**src/rtl/fp_pkg.sv**
```systemverilog
`default_nettype none
// ============================================================================
// Module      : fp_pkg
// Description : Shared IEEE-754 single-precision field constants and the
//               control state encoding of the multicycle FP divider. The
//               field constants are common to the FP multiplier and divider.
// Revision    : 1.0 - initial release
// ============================================================================
package fp_pkg;

    localparam int EXP_W = 8;      // exponent field width
    localparam int MAN_W = 23;     // stored mantissa field width
    localparam int BIAS  = 127;    // exponent bias

    // Largest finite exponent and all-ones mantissa used when saturating.
    localparam logic [EXP_W-1:0] EXP_MAX  = 8'hFE;
    localparam logic [MAN_W-1:0] SAT_MANT = 23'h7FFFFF;

    typedef enum logic [1:0] {
        IDLE   = 2'd0,
        DIVIDE = 2'd1,
        NORM   = 2'd2,
        DONE   = 2'd3
    } div_state_t;

endpackage : fp_pkg
`default_nettype wire

```
**src/rtl/fp_div_step.sv**
```systemverilog
`default_nettype none
// ============================================================================
// Module      : fp_div_step
// Description : One combinational restoring-division step. Compares the
//               partial remainder against the divisor significand, subtracts
//               when it fits, and shifts the remainder left for the next bit.
// Revision    : 1.0 - initial release
//
// Ports
//   i_r      [24:0] in   current partial remainder
//   i_mb     [23:0] in   divisor significand {1, mant}
//   o_qbit          out  quotient bit for this step
//   o_r_next [24:0] out  remainder for the next step (already shifted)
// ============================================================================
module fp_div_step
    import fp_pkg::*;
(
    input  logic [MAN_W+1:0] i_r,
    input  logic [MAN_W:0]   i_mb,
    output logic             o_qbit,
    output logic [MAN_W+1:0] o_r_next
);

    logic             w_ge;
    logic [MAN_W+1:0] w_sub;
    logic [MAN_W+1:0] w_sel;

    assign w_ge  = (i_r >= {1'b0, i_mb});
    assign w_sub = i_r - {1'b0, i_mb};
    // The selected remainder is always below MB < 2^24, so the shift never
    // loses a significant bit.
    assign w_sel    = w_ge ? w_sub : i_r;
    assign o_qbit   = w_ge;
    assign o_r_next = w_sel << 1;

endmodule : fp_div_step
`default_nettype wire

```
**src/rtl/fp_div_32.sv**
```systemverilog
`default_nettype none
// ============================================================================
// Module      : fp_div_32
// Description : Multicycle IEEE-754 single-precision divider (a / b).
//               Restoring mantissa division, one quotient bit per clock,
//               truncating rounding, denormal operands treated as zero,
//               no NaN/Inf input handling. start/busy/done handshake.
// Revision    : 1.0 - initial release
//
// Ports
//   clk          in   system clock, rising edge
//   rst_n        in   asynchronous active-low reset
//   start        in   request, sampled only while idle
//   a     [31:0] in   dividend {sign, exp[7:0], mant[22:0]}
//   b     [31:0] in   divisor
//   busy         out  high from the accepting edge until done rises
//   done         out  one-cycle completion pulse
//   result[31:0] out  quotient, held until overwritten by the next operation
//   dz           out  divide by zero
//   ovf          out  exponent overflow, result saturated
//   unf          out  exponent underflow, result flushed to zero
// ============================================================================
module fp_div_32 #(
    parameter int QW   = 25,   // quotient bits: 24-bit significand + 1
    parameter int BIAS = 127   // exponent bias
) (
    input  logic        clk,
    input  logic        rst_n,
    input  logic        start,
    input  logic [31:0] a,
    input  logic [31:0] b,
    output logic        busy,
    output logic        done,
    output logic [31:0] result,
    output logic        dz,
    output logic        ovf,
    output logic        unf
);

    import fp_pkg::*;

    localparam int CW = $clog2(QW);
    localparam int RW = MAN_W + 2;   // remainder width

    // ------------------------------------------------------------------
    // State
    // ------------------------------------------------------------------
    div_state_t          r_state;
    logic                r_sign;
    logic signed [9:0]   r_diff;
    logic [RW-1:0]       r_rem;
    logic [MAN_W:0]      r_mb;
    logic [QW-1:0]       r_q;
    logic [CW-1:0]       r_cnt;
    logic [31:0]         r_result;
    logic                r_busy;
    logic                r_done;
    logic                r_dz;
    logic                r_ovf;
    logic                r_unf;

    // ------------------------------------------------------------------
    // Operand decode (used only on the accepting edge)
    // ------------------------------------------------------------------
    logic                w_sign;
    logic [EXP_W-1:0]    w_ea;
    logic [EXP_W-1:0]    w_eb;
    logic                w_a_zero;
    logic                w_b_zero;
    logic signed [9:0]   w_diff;

    assign w_sign   = a[31] ^ b[31];
    assign w_ea     = a[30:23];
    assign w_eb     = b[30:23];
    assign w_a_zero = (w_ea == '0);   // denormals count as zero
    assign w_b_zero = (w_eb == '0);
    // Computed modulo 2^10 and read back as signed: the true range
    // -126..380 fits comfortably.
    assign w_diff   = $signed({2'b00, w_ea} - {2'b00, w_eb} + 10'(BIAS));

    // ------------------------------------------------------------------
    // Iterated restoring step
    // ------------------------------------------------------------------
    logic                w_qbit;
    logic [RW-1:0]       w_r_next;

    fp_div_step u_step (
        .i_r      (r_rem),
        .i_mb     (r_mb),
        .o_qbit   (w_qbit),
        .o_r_next (w_r_next)
    );

    // ------------------------------------------------------------------
    // Normalisation and range handling of the finished quotient
    // ------------------------------------------------------------------
    logic                w_norm_hi;
    logic [MAN_W-1:0]    w_mant;
    logic signed [9:0]   w_exp;
    logic                w_ovf;
    logic                w_unf;
    logic [31:0]         w_norm_result;

    // Quotient lies in [0.5, 2): its top bit says whether it is >= 1.
    assign w_norm_hi = r_q[QW-1];
    assign w_mant    = w_norm_hi ? r_q[MAN_W:1] : r_q[MAN_W-1:0];
    assign w_exp     = w_norm_hi ? r_diff : (r_diff - 10'sd1);
    assign w_ovf     = (w_exp >= 10'sd255);
    assign w_unf     = (w_exp <= 10'sd0);

    always_comb begin
        w_norm_result = {r_sign, w_exp[EXP_W-1:0], w_mant};
        if (w_ovf) begin
            w_norm_result = {r_sign, EXP_MAX, SAT_MANT};
        end else if (w_unf) begin
            w_norm_result = {r_sign, 31'b0};
        end
    end

    // ------------------------------------------------------------------
    // Control FSM with registered outputs
    // ------------------------------------------------------------------
    always_ff @(posedge clk or negedge rst_n) begin
        if (!rst_n) begin
            r_state  <= IDLE;
            r_sign   <= 1'b0;
            r_diff   <= '0;
            r_rem    <= '0;
            r_mb     <= '0;
            r_q      <= '0;
            r_cnt    <= '0;
            r_result <= '0;
            r_busy   <= 1'b0;
            r_done   <= 1'b0;
            r_dz     <= 1'b0;
            r_ovf    <= 1'b0;
            r_unf    <= 1'b0;
        end else begin
            case (r_state)
                IDLE: begin
                    if (start) begin
                        r_dz   <= 1'b0;
                        r_ovf  <= 1'b0;
                        r_unf  <= 1'b0;
                        r_sign <= w_sign;
                        if (w_b_zero) begin
                            // Divisor zero wins over a zero dividend.
                            r_result <= {w_sign, 8'hFF, 23'b0};
                            r_dz     <= 1'b1;
                            r_done   <= 1'b1;
                            r_state  <= DONE;
                        end else if (w_a_zero) begin
                            r_result <= {w_sign, 31'b0};
                            r_done   <= 1'b1;
                            r_state  <= DONE;
                        end else begin
                            r_diff  <= w_diff;
                            r_rem   <= {2'b01, a[MAN_W-1:0]};
                            r_mb    <= {1'b1, b[MAN_W-1:0]};
                            r_q     <= '0;
                            r_cnt   <= CW'(QW - 1);
                            r_busy  <= 1'b1;
                            r_state <= DIVIDE;
                        end
                    end
                end

                DIVIDE: begin
                    // Quotient bits enter at the LSB so the first one ends
                    // up in the MSB after all iterations.
                    r_q   <= {r_q[QW-2:0], w_qbit};
                    r_rem <= w_r_next;
                    if (r_cnt == '0) begin
                        r_state <= NORM;
                    end else begin
                        r_cnt <= r_cnt - 1'b1;
                    end
                end

                NORM: begin
                    r_result <= w_norm_result;
                    r_ovf    <= w_ovf;
                    r_unf    <= w_unf & ~w_ovf;
                    r_busy   <= 1'b0;
                    r_done   <= 1'b1;
                    r_state  <= DONE;
                end

                DONE: begin
                    r_done  <= 1'b0;
                    r_state <= IDLE;
                end

                default: begin
                    r_state <= IDLE;
                end
            endcase
        end
    end

    assign busy   = r_busy;
    assign done   = r_done;
    assign result = r_result;
    assign dz     = r_dz;
    assign ovf    = r_ovf;
    assign unf    = r_unf;

endmodule : fp_div_32
`default_nettype wire

```
**config.mk**
```make
export PLATFORM = sky130hd
export DESIGN_NAME = fp_div_32
export DESIGN_NICKNAME = d
export VERILOG_FILES = /design/src/rtl/fp_pkg.sv /design/src/rtl/fp_div_step.sv /design/src/rtl/fp_div_32.sv
export SDC_FILE = /design/constraint.sdc
export NUM_CORES = 1
export LEC_CHECK = 0
export BUFFER_PORTS_ARGS = -buffer_cell sky130_fd_sc_hd__buf_2
export CORE_MARGIN = 3
export CORE_UTILIZATION = 59
export CTS_CLUSTER_DIAMETER = 100
export CTS_CLUSTER_SIZE = 24
export DETAILED_ROUTE_END_ITERATION = 8
export PLACE_DENSITY_LB_ADDON = 0.15
export SKIP_LAST_GASP = 1
export SLEW_MARGIN = 20
export SYNTH_ARGS = -nofsm -noshare
export SYNTH_HDL_FRONTEND = slang
export SYNTH_SLANG_ARGS = --single-unit
export TNS_END_PERCENT = 50
```
**constraint.sdc**
```tcl
create_clock -name clk -period 2.9 [get_ports clk]
set_input_delay 0.435 -clock clk [delete_from_list [all_inputs] [get_ports clk]]
set_output_delay 0.435 -clock clk [all_outputs]
set_load 0.02 [all_outputs]
```
==> results.md, run 1 <==
* Gpl congestion at between 0.9 and 1
* Worst EP arrival at 3.06 ns
* Yosys warning total at 0
* Fin worst setup slack at 0.134 ns
* Unrepaired setup endpoints after global routing: yes
* Mean post-synth cell area at roughly 9.8 um^2
* Share of post-route cells with drive strength above 1 at about a quarter
* I/O Pins at 104
* Setup Buffers After CTS at 0
* ANT nets after route at 0
* Detailed-route via count at roughly 6600
* Number of synthesized register bits at roughly 130
* CTS tree: built
* WS Path Type: reg2reg
* Reg2reg start: r_rem[6]
* Clock Tree Root: clkbuf_16
* Power Dens Cells at 1360 nW/um^2
* First-pass GRT wire length at approximately 32000 um
* Critical Path End Type: flop
* First-pass DRT Iterations at 5
* P_leak at ~4.4 nW
* Sequential element share of the synthesized area at approximately two fifths
* Initial antenna violation count at 0
* Syn nets at ~910
* Pre-CTS setup slack at 0.00756 ns
* GR Util met2 at 45.4%
* Critical Path Source: r_rem[6]
* Most crowded layer after global routing: met2
* Fin. max-slew vios at 0
* Die width at 121 um
* Grt met1 use at approximately a third
* DIE AREA at approximately 15000 um^2
* Clock transition at path regs at around 0.06 ns
* Leading area contributor after synthesis: dfrtp_1
* HPWL Detailed at about 13000 um
* Initial cell density of the core at 61.2%
* Drt via density at 6.09
* HP Class: in2async
* H-tree depth at 4
* Clock sinks at 129
* Distinct cells, synth at 68
* WL per Instance at between 15 and 20 um
* Clock Skews at 0.0105 ns
* Diode count at 0
* Hold buffers post-CTS at 0
* Synth area leaders: dfrtp_1, mux2_2, ha_1
* CP startpoint kind: flop
* First DRT Iteration DRCs at approximately 520
* Outcome: finished clean
* Slew @ Worst Pin at 0.948 ns
* EDFF count, synth at 0
* Met3 usage in global routing at 6.15%
* Cells after Synth at about 800
* Buffers on Ports at between 100 and 150
* CTS max path bufs at 2
* Max FO, Critical Path at 9
* CTS buffer count at 17
* Max-Cap Viols at 0
* Largest net degree at the start of global routing at 47
* Core box area at between 10000 and 15000 um^2
* Final period utilization at roughly 95%
* Remaining global-route overflow at 0
* Synthesized cell area at around 7800 um^2
* Tmin final at 2.77 ns
* Die Y at 121 um
* Max IR drop VDD at between 0.8 and 0.9 mV
* Worst-skew pair later-pin latency at roughly 0.42 ns
* Fmax at between 300 and 400 MHz
* Async SR Flop Fraction at 100%
* DRC viols at 0
* Routed WL at about 19000 um
* Row Count at 41
* Final #Nets at between 1000 and 1500
* Slew HR at a little over a third
* Top-area cell type share of the netlist area at just over 40%
* Post-synth top flop: dfrtp_1
* GRT Total Usage at between 20% and 30%
* Final setup violation count at 0
* Req. time, crit path at around 3.2 ns
* Setup TNS at 0 ns
* Vias in the first global route at 6522
* Final hold violation count at 0
* Area growth syn-to-layout at 19.4%
==> power breakdown <==
part	internal, mW	total (mW)	switching, mW
Clock	1.60	2.41	0.812
Sequential	2.52	3.10	0.575
Combinational	3.10	7.22	4.12
==> through the flow <==
stage               std cells  hold slack, ns  area (um^2)  utilization (%)  power (mW)
global placement         1059           0.435         8640             67.6        9.89
floorplan                 795           0.139         7820                -        8.26
finish                   1091          0.0395         9340             73.1        12.7
global route             1091          0.0703         9340             73.1        13.7
CTS                      1091          0.0545         9310             72.9        12.6
detailed placement       1059           0.447         8640             67.6        10.1
==> cells by family after synthesis <==
group	count (synthesis)	share of synthesized area (%)
buffers and inverters	89	4.85
flip-flops	129	41.3
adder cells (fa/ha/maj)	43	7.07
XOR/XNOR	36	4.03
AND/OR/NAND/NOR	200	12.5
AO/OA/AOI/OAI	234	21.3
multiplexers	64	8.96
==> critical path, cell delays in order, from the launching register on <==
cell and delay (ns):
dfrtp_1 0.39, ha_1 0.38, a21oi_1 0.22, nand2_1 0.07
o21a_1 0.20, or2_1 0.26, a311oi_4 0.32, buf_4 0.17
o21ai_2 0.06, buf_4 0.23, mux2i_1 0.21, o22ai_1 0.11
==> registers in the layout (all words and copies together) (netlist names) <==
| register | cells |
|---|---|
| r_diff | 10 |
| result | 32 |
| r_cnt | 5 |
| busy | 1 |
| r_q | 25 |
| r_sign | 1 |
| r_rem | 25 |
| r_state | 2 |
| done | 1 |
| dz | 1 |
| r_mb | 24 |
| ovf | 1 |
| unf | 1 |
==> metal layers <==
| metal | up-vias | part of all wire (%) |
|---|---|---|
| li1 | 3144 | - |
| met1 | 3275 | 44 |
| met2 | 197 | 50 |
| met3 | 25 | 4.8 |
| met4 | 0 | 1.2 |
| met5 | - | 0 |
==> final timing paths <==
path	endpoint	cells after the start	slack, ns
min reg2reg	r_mb[23]	2	0.46
max	r_rem[20]	11	0.13
min	result[29]	1	0.04
max in group asynchronous	r_q[17]	2	2.19
min in group clk	r_mb[3]	2	0.24
max reg2reg	r_rem[20]	11	0.13
==> Yosys cell counts (all sizes together), types with 3 or more instances <==
master and instances:
a211oi 4, clkbuf 28, o22ai 15, and3 10
or3 5, ha 41, xor2 16, nand2 58
buf 10, nor3 16, a221o 32, nor2b 9
nand2b 8, nand3 12, a22o 26, o31ai 3
nor2 53, inv 50, xnor2 20, dfrtp 129
a21boi 4, nand4 4, o31a 3, mux2 48
a31oi 5, or2 4, o21a 8, a21o 6
o211ai 9, mux2i 16, a211o 3, nor4 9
a21oi 56, o21ai 44, nand3b 3
==> cell type report <==
type                            instances  area, um^2
Multi-Input combinational cell        577        4280
Fill cell                             924        3440
Sequential cell                       129        3230
Timing Repair Buffer                  130         758
Clock buffer                           20         467
Tap cell                              172         215
Clock inverter                         12         200
Inverter                               51         191
==> layout by cell type, fill, tap and decap left out, drive strengths merged, types with 26 or more instances in the layout <==
master  count
buf       130
nor2       53
a22o       26
nand2      58
ha         41
a221o      32
mux2       48
a21oi      56
inv        53
o21ai      44
dfrtp     129
==> repair_timing <==
action	CTS	global route
gates resized for setup	1	9
setup endpoints to repair	18	23
pin swaps	0	0
(Power assumes the default switching activity.)
==> run 2, diff against run 1 <==
--- a/config.mk
+++ b/config.mk
@@ -11,6 +11,7 @@
 export CTS_CLUSTER_DIAMETER = 100
 export CTS_CLUSTER_SIZE = 24
 export DETAILED_ROUTE_END_ITERATION = 8
+export HOLD_SLACK_MARGIN = 0.08
 export PLACE_DENSITY_LB_ADDON = 0.15
 export SKIP_LAST_GASP = 1
 export SLEW_MARGIN = 20
==> constraint.sdc (replaced) <==
create_clock -name clk -period 2.9 [get_ports clk]
set_input_delay 0.435 -clock clk [delete_from_list [all_inputs] [get_ports clk]]
set_output_delay 0.435 -clock clk [all_outputs]
set_load 0.01 [all_outputs]
==> run 2 against run 1 <==
Fmax fell by 0.11%. Wire length is essentially flat. Sequential power hardly changed. Count of clock-buffer cells in the layout did not move. Die area is the same. Sequential share of layout area about the same. Sequential cell count unchanged. Non-clock buffer count increased by 1. Combinational power down 2%. Global-route usage hardly changed. Critical path type unchanged. Highest routed layer unchanged.
==> results.md, run 2 (synthesis results as in run 1) <==
* Clock Tree Root: clkbuf_16 (unchanged)
* Hold depth at 2
* H-tree depth at 4 (unchanged)
* Most common cell after layout, fill and taps aside: dfrtp_1 (unchanged)
* Min-delay src: b[3]
* Max IR drop VDD at 0.832 mV (about the same)
* HPWL Detailed at 13400 um (unchanged)
* Max-Cap Viols at 0 (unchanged)
* Worst hold margin at 0.238 ns (was 0.0395 ns)
* Slew @ Worst Pin at 0.948 ns (unchanged)
* Clock sinks at 129 (unchanged)
* Initial antenna violation count at 0 (unchanged)
* Multi-input gate area at 4280 um^2 (unchanged)
* Most frequent cells in the layout: dfrtp_1, buf_2, nand2_1 (unchanged)
* Reg2reg start: r_rem[6] (unchanged)
* CTS buffer count at 17 (unchanged)
* Drt via density at 6.10 (was 6.09)
* Outcome: finished clean (unchanged)
* Remaining global-route overflow at 0 (unchanged)
* Final hold violation count at 0 (unchanged)
* Setup Buffers After CTS at 0 (unchanged)
* Core box area at 12800 um^2 (unchanged)
* Largest net degree at the start of global routing at 47 (unchanged)
* Die width at 121 um (unchanged)
* Req. time, crit path at 3.19 ns (about the same)
* ANT nets after route at 0 (unchanged)
* Fin. max-slew vios at 0 (unchanged)
* Die Y at 121 um (unchanged)
* CTS max path bufs at 2 (unchanged)
* P_leak at 4.45 nW (was 4.44 nW)
* Tmin final at 2.77 ns (about the same)
* Fill cells at 924 (unchanged)
* Critical Path End Type: flop (unchanged)
* Fmax at 361 MHz (was 362 MHz)
* I/O Pins at 104 (unchanged)
* Hold path endpoint: r_mb[3]
* First-pass GRT wire length at 31600 um (about the same)
* Max reg flops at 32 (unchanged)
* First-pass DRT Iterations at 7 (was 5)
* Share of post-route cells with drive strength above 1 at 26.5% (was 26.6%)
* Vias in the first global route at 6530 (was 6522)
* Power, Total at 12.6 mW (was 12.7 mW)
* Reg-to-Reg End: r_rem[20] (unchanged)
* HP Class: in2reg (was in2async)
* Diode count at 0 (unchanged)
* Final setup violation count at 0 (unchanged)
* DIE AREA at 14700 um^2 (unchanged)
* Buffers on Ports at 103 (unchanged)
* Gpl congestion at 0.902 (unchanged)
* Clock transition at path regs at 0.06 ns (about the same)
* GRT Total Usage at 27.0% (about the same)
* R2R depth at 11 (unchanged)
* Worst-skew pair later-pin latency at 0.42 ns (about the same)
* Setup TNS at 0 ns (unchanged)
* Power Dens Cells at 1350 nW/um^2 (was 1360 nW/um^2)
* Final #Nets at 1017 (was 1016)
* Max FO, Critical Path at 9 (unchanged)
* Worst EP arrival at 3.06 ns (about the same)
* Routed WL at 19200 um (about the same)
* WL per Instance at 17.6 um (about the same)
* Detailed-route via count at 6665 (was 6641)
* CP startpoint kind: flop (unchanged)
* Clock Skews at 0.0105 ns (about the same)
* Layout Cells excl Fill at 1092 (was 1091)
* First DRT Iteration DRCs at 521 (was 524)
* FF+latch area at 3230 um^2 (unchanged)
* Unrepaired setup endpoints after global routing: yes (unchanged)
* Slew HR at 35.9% (unchanged)
* Fin util at 73.2% (was 73.1%)
* Row Count at 41 (unchanged)
* WS Path Type: reg2reg (unchanged)
* CTS tree: built (unchanged)
* Placed cells at 1059 (unchanged)
* Initial cell density of the core at 61.2% (unchanged)
* DRC viols at 0 (unchanged)
* R2r setup slk at 0.13 ns (about the same)
* Area growth syn-to-layout at 19.5% (was 19.4%)
* Final period utilization at 95.5% (was 95.4%)
-- run 2: metrics by stage --
stage | setup WS (ns) | instance area [um^2]
after global placement | 0.136 | 8640
final | 0.131 | 9350
after CTS | 0.0823 | 9320
after floorplan | 0.333 | 7820
after detailed placement | 0.00756 | 8640
after global routing | -0.00558 | 9350
-- run 2: how the worst max path moves through the flow --
stage / from / end / slack (ns) / cells after the start
global route: r_rem[6] / r_rem[20] / -0.006 / 11
finish: r_rem[6] / r_rem[20] / 0.13 / 11
CTS: r_mb[14] / r_rem[20] / 0.08 / 12
floorplan: r_rem[6] / r_rem[20] / 0.33 / 11
detailed placement: r_diff[2] / result[19] / 0.008 / 8
global placement: a[23] / r_diff[8] / 0.14 / 13
-- run 2: worst max-delay path, cell delays in order (launching register included) --
cell and delay (ns):
dfrtp_1 0.39, ha_1 0.38, a21oi_1 0.22, nand2_1 0.07, o21a_1 0.20, or2_1 0.26
a311oi_4 0.32, buf_4 0.17, o21ai_2 0.06, buf_4 0.23, mux2i_1 0.21, o22ai_1 0.11
-- run 2: final cells by class --
cell class              instances  share of cell area (%)
clock inverters                12                    2.14
multi-input cells             577                    45.8
well taps                     172                    2.30
inverters                      51                    2.05
clock buffers                  20                    4.99
flip-flops and latches        129                    34.5
repair buffers                131                    8.22
-- run 2: timing repair --
action	4_1_cts	5_1_grt
hold endpoints to repair	41	0
setup endpoints to repair	18	23
gates resized for setup	1	9
hold buffers	1	0
-- run 2: where the power goes --
group | internal [mW] | switching [mW]
clock network | 1.60 | 0.811
registers | 2.53 | 0.573
logic | 3.09 | 3.98
-- run 2: routing by layer --
layer	global-route usage [%]	routed length, um
met4	7.00	250
met3	6.15	972
met2	45.4	9500
met1	35.3	8460
met5	0	0
==> run 3, diff against run 2 <==
--- a/config.mk
+++ b/config.mk
@@ -5,9 +5,10 @@
 export SDC_FILE = /design/constraint.sdc
 export NUM_CORES = 1
 export LEC_CHECK = 0
+export ABC_AREA = 1
 export BUFFER_PORTS_ARGS = -buffer_cell sky130_fd_sc_hd__buf_2
 export CORE_MARGIN = 3
-export CORE_UTILIZATION = 59
+export CORE_UTILIZATION = 60
 export CTS_CLUSTER_DIAMETER = 100
 export CTS_CLUSTER_SIZE = 24
 export DETAILED_ROUTE_END_ITERATION = 8
==> run 3 against run 2 <==
Total power is 9.8% higher. Die area grew 11%. Combinational power is 20% higher. Clock power fell by 7%. Hold slack worse by 0.029 ns. Register-to-register slack improved by 0.39 ns. Largest cell class unchanged.
==> results.md, run 3 <==
* Post-synth top flop: dfrtp_1 (unchanged)
* Vias in the first global route at 8026 (was 6530)
* Outcome: finished clean (unchanged)
* Cells after Synth at 1279 (was 795)
* H-tree depth at 4 (unchanged)
* Pre-CTS setup slack at 0.394 ns (was 0.00756 ns)
* First-pass GRT wire length at 37700 um (was 31600 um)
* Syn nets at 1389 (was 905)
* Die width at 128 um (was 121 um)
* Most frequent cells in the layout: nand2_1, inv_1, dfrtp_1 (was dfrtp_1, buf_2, nand2_1)
* Post-synth top cells: nand2_1, inv_1, dfrtp_1, nand3_1, nor2_1 (was dfrtp_1, nand2_1, a21oi_1, nor2_1, inv_1)
* I/O Pins at 104 (unchanged)
* WS Path Type: reg2reg (unchanged)
* Comb pwr share at 61.6% (was 56.2%)
* Remaining global-route overflow at 0 (unchanged)
* Final period utilization at 81.9% (was 95.5%)
* DRC viols at 0 (unchanged)
* Switching share of total power at 49.9% (was 42.6%)
* Power Dens Cells at 1360 nW/um^2 (was 1350 nW/um^2)
* HP Class: in2reg (unchanged)
* Clock sinks at 129 (unchanged)
* Fin util at 71.9% (was 73.2%)
* Seq pwr share at 22.1% (was 24.6%)
* PostCTS Resize Cnt at 0 (was 1)
* Drt via density at 5.41 (was 6.10)
* Clock transition at path regs at 0.06 ns (about the same)
* Clk pwr share at 16.3% (was 19.2%)
* Yosys warning total at 0 (unchanged)
* Mean post-synth cell area at 6.94 um^2 (was 9.84 um^2)
* CTS tree: built (unchanged)
* Critical Path Max Stage Delay at 0.41 ns (was 0.39 ns)
* Area growth syn-to-layout at 14.6% (was 19.5%)
* Synth area leaders: dfrtp_1, nand2_1, inv_1 (was dfrtp_1, mux2_2, ha_1)
* Synthesized cell area at 8880 um^2 (was 7820 um^2)
* Unrepaired setup endpoints after global routing: no (was yes)
* EDFF count, synth at 0 (unchanged)
* Async SR Flop Fraction at 100% (unchanged)
* CTS max path bufs at 2 (unchanged)
* Fin. max-slew vios at 0 (unchanged)
* Slew HR at 27.5% (was 35.9%)
* GRT Total Usage at 28.1% (was 27.0%)
* Max IR drop VDD at 0.794 mV (was 0.832 mV)
* First DRT Iteration DRCs at 735 (was 521)
* Worst EP arrival at 2.66 ns (was 3.06 ns)
* Setup TNS at 0 ns (unchanged)
* Core box area at 14100 um^2 (was 12800 um^2)
* Final setup violation count at 0 (unchanged)
* Detailed-route via count at 8486 (was 6665)
* Top-area cell type share of the netlist area at 36.4% (was 41.3%)
* Largest net degree at the start of global routing at 63 (was 47)
* Diode count at 0 (unchanged)
* Routed WL at 22400 um (was 19200 um)
* DIE AREA at 16300 um^2 (was 14700 um^2)
* Slew @ Worst Pin at 1.08 ns (was 0.948 ns)
* Critical Path End Type: flop (unchanged)
* Worst-skew pair later-pin latency at 0.43 ns (was 0.42 ns)
* Max FO, Critical Path at 37 (was 9)
* P_leak at 5.47 nW (was 4.45 nW)
* First-pass DRT Iterations at 5 (was 7)
* Sequential element share of the synthesized area at 36.4% (was 41.3%)
* CP Buf/Inv Count at 3 (was 2)
* ANT nets after route at 0 (unchanged)
* Final hold violation count at 0 (unchanged)
* Row Count at 43 (was 41)
* Initial cell density of the core at 62.7% (was 61.2%)
* P_sw at 6.90 mW (was 5.36 mW)
* Final #Nets at 1485 (was 1017)
* Initial antenna violation count at 0 (unchanged)
* Fin worst setup slack at 0.524 ns (was 0.131 ns)
* Most common cell after layout, fill and taps aside: nand2_1 (was dfrtp_1)
* Internal power at 6.92 mW (was 7.22 mW)
* Clock Skews at 0.0121 ns (was 0.0105 ns)
* Max reg flops at 32 (unchanged)
* CTS buffer count at 17 (unchanged)
* Share of post-route cells with drive strength above 1 at 14.8% (was 26.5%)
* Distinct cells, synth at 41 (was 68)
* WL per Instance at 14.3 um (was 17.6 um)
* Tmin final at 2.38 ns (was 2.77 ns)
* Crit path max-delay cell type: dfrtp_1 (unchanged)
* Number of synthesized register bits at 129 (unchanged)
* Crit-path cells: inv_1 > ha_1 > nand2_1 > nor2_4 > inv_2 > o21ai_4 > buf_4 > o22ai_1 (was ha_1 > a21oi_1 > nand2_1 > o21a_1 > or2_1 > a311oi_4 > buf_4 > o21ai_2 > buf_4 > mux2i_1 > o22ai_1)
* Fmax at 421 MHz (was 361 MHz)
* Req. time, crit path at 3.18 ns (was 3.19 ns)
* Max-Cap Viols at 0 (unchanged)
* Buffers on Ports at 103 (unchanged)
* Clock Tree Root: clkbuf_16 (unchanged)
* Leading area contributor after synthesis: dfrtp_1 (unchanged)
* HPWL Detailed at 15900 um (was 13400 um)
* Die Y at 128 um (was 121 um)
* Most frequent cell after synthesis: nand2_1 (was dfrtp_1)
* CP startpoint kind: flop (unchanged)
* Critical path's top delay family: buffers and inverters (was compound AO/OA/AOI/OAI gates)
* Gpl congestion at 0.940 (was 0.902)
-- run 3: cell types whose count changed in the layout (fill, tap and decap cells not counted), moves of 17 or more --
cell     previous run  this run
nand4_1             4        32
nor2_1             52        73
inv_1              50       187
a22o_1             26         0
o21ai_0            39        71
nand3_1            12        99
nand2_1            57       402
mux2_2             48         0
a221o_2            17         0
-- run 3: what timing repair did --
item	in CTS	in global routing
buffers inserted	0	0
hold endpoints to repair	28	0
hold buffers	1	0
-- run 3: final timing paths --
check / slack (ns) / cells past startpoint / endpoint / from
max in group asynchronous: 1.71 / 3 / r_mb[0] / rst_n
worst min-delay path: 0.21 / 3 / r_mb[9] / b[9]
worst max-delay path: 0.52 / 8 / r_q[5] / r_state[0]
worst min register to register: 0.47 / 2 / result[15] / result[15]
min in group asynchronous: 0.49 / 2 / r_rem[14] / rst_n
worst max register to register: 0.52 / 8 / r_q[5] / r_state[0]
-- run 3: metrics by stage --
stage | cells | power [mW] | hold slack (ns) | cell area, um^2
final | 1568 | 13.8 | 0.210 | 10200
after floorplan | 1279 | 9.43 | 0.139 | 8880
after global routing | 1568 | 15.1 | 0.222 | 10200
after global placement | 1535 | 11.2 | 0.397 | 9550
after detailed placement | 1535 | 11.4 | 0.399 | 9550
after CTS | 1568 | 13.8 | 0.210 | 10200
-- run 3: final cells by class --
class	count	area (um^2)
clock buffer	18	439
fill	1222	3980
sequential	129	3230
timing repair buffer	123	696
tap	180	225
inverter	203	762
clock inverter	14	179
multi-input combinational	901	4650
-- run 3: power by group through the flow --
stage | logic, mW | clock network (mW) | registers (mW)
finish | 8.51 | 2.25 | 3.06
global route | 9.61 | 2.35 | 3.14
CTS | 8.44 | 2.27 | 3.05
detailed placement | 8.32 | 0 | 3.06
global placement | 8.20 | 0 | 3.04
floorplan | 6.37 | 0 | 3.06
-- run 3: cells by family (layout without fill, tap and decap cells) --
kind of cell    Yosys count  in the layout  share of synthesized area, %
compound gates          179            179                          11.0
xor+xnor                 25             25                          2.47
fa+ha+maj                43             43                          6.23
buf+inv                 249            358                          11.5
flops                   129            129                          36.4
simple gates            654            654                          32.5
-- run 3: worst min-delay path: stages --
cell and delay, ns:
buf_2 0.07, nand2_1 0.04, o21ai_0 0.05
-- run 3: layer usage --
metal | up-vias | part of all wire [%] | GRT usage (%)
met5 | - | 0 | 0
met4 | 0 | 1.4 | 7.87
met3 | 31 | 5.8 | 4.43
met2 | 270 | 46 | 45.1
met1 | 3923 | 47 | 39.8
li1 | 4262 | - | -
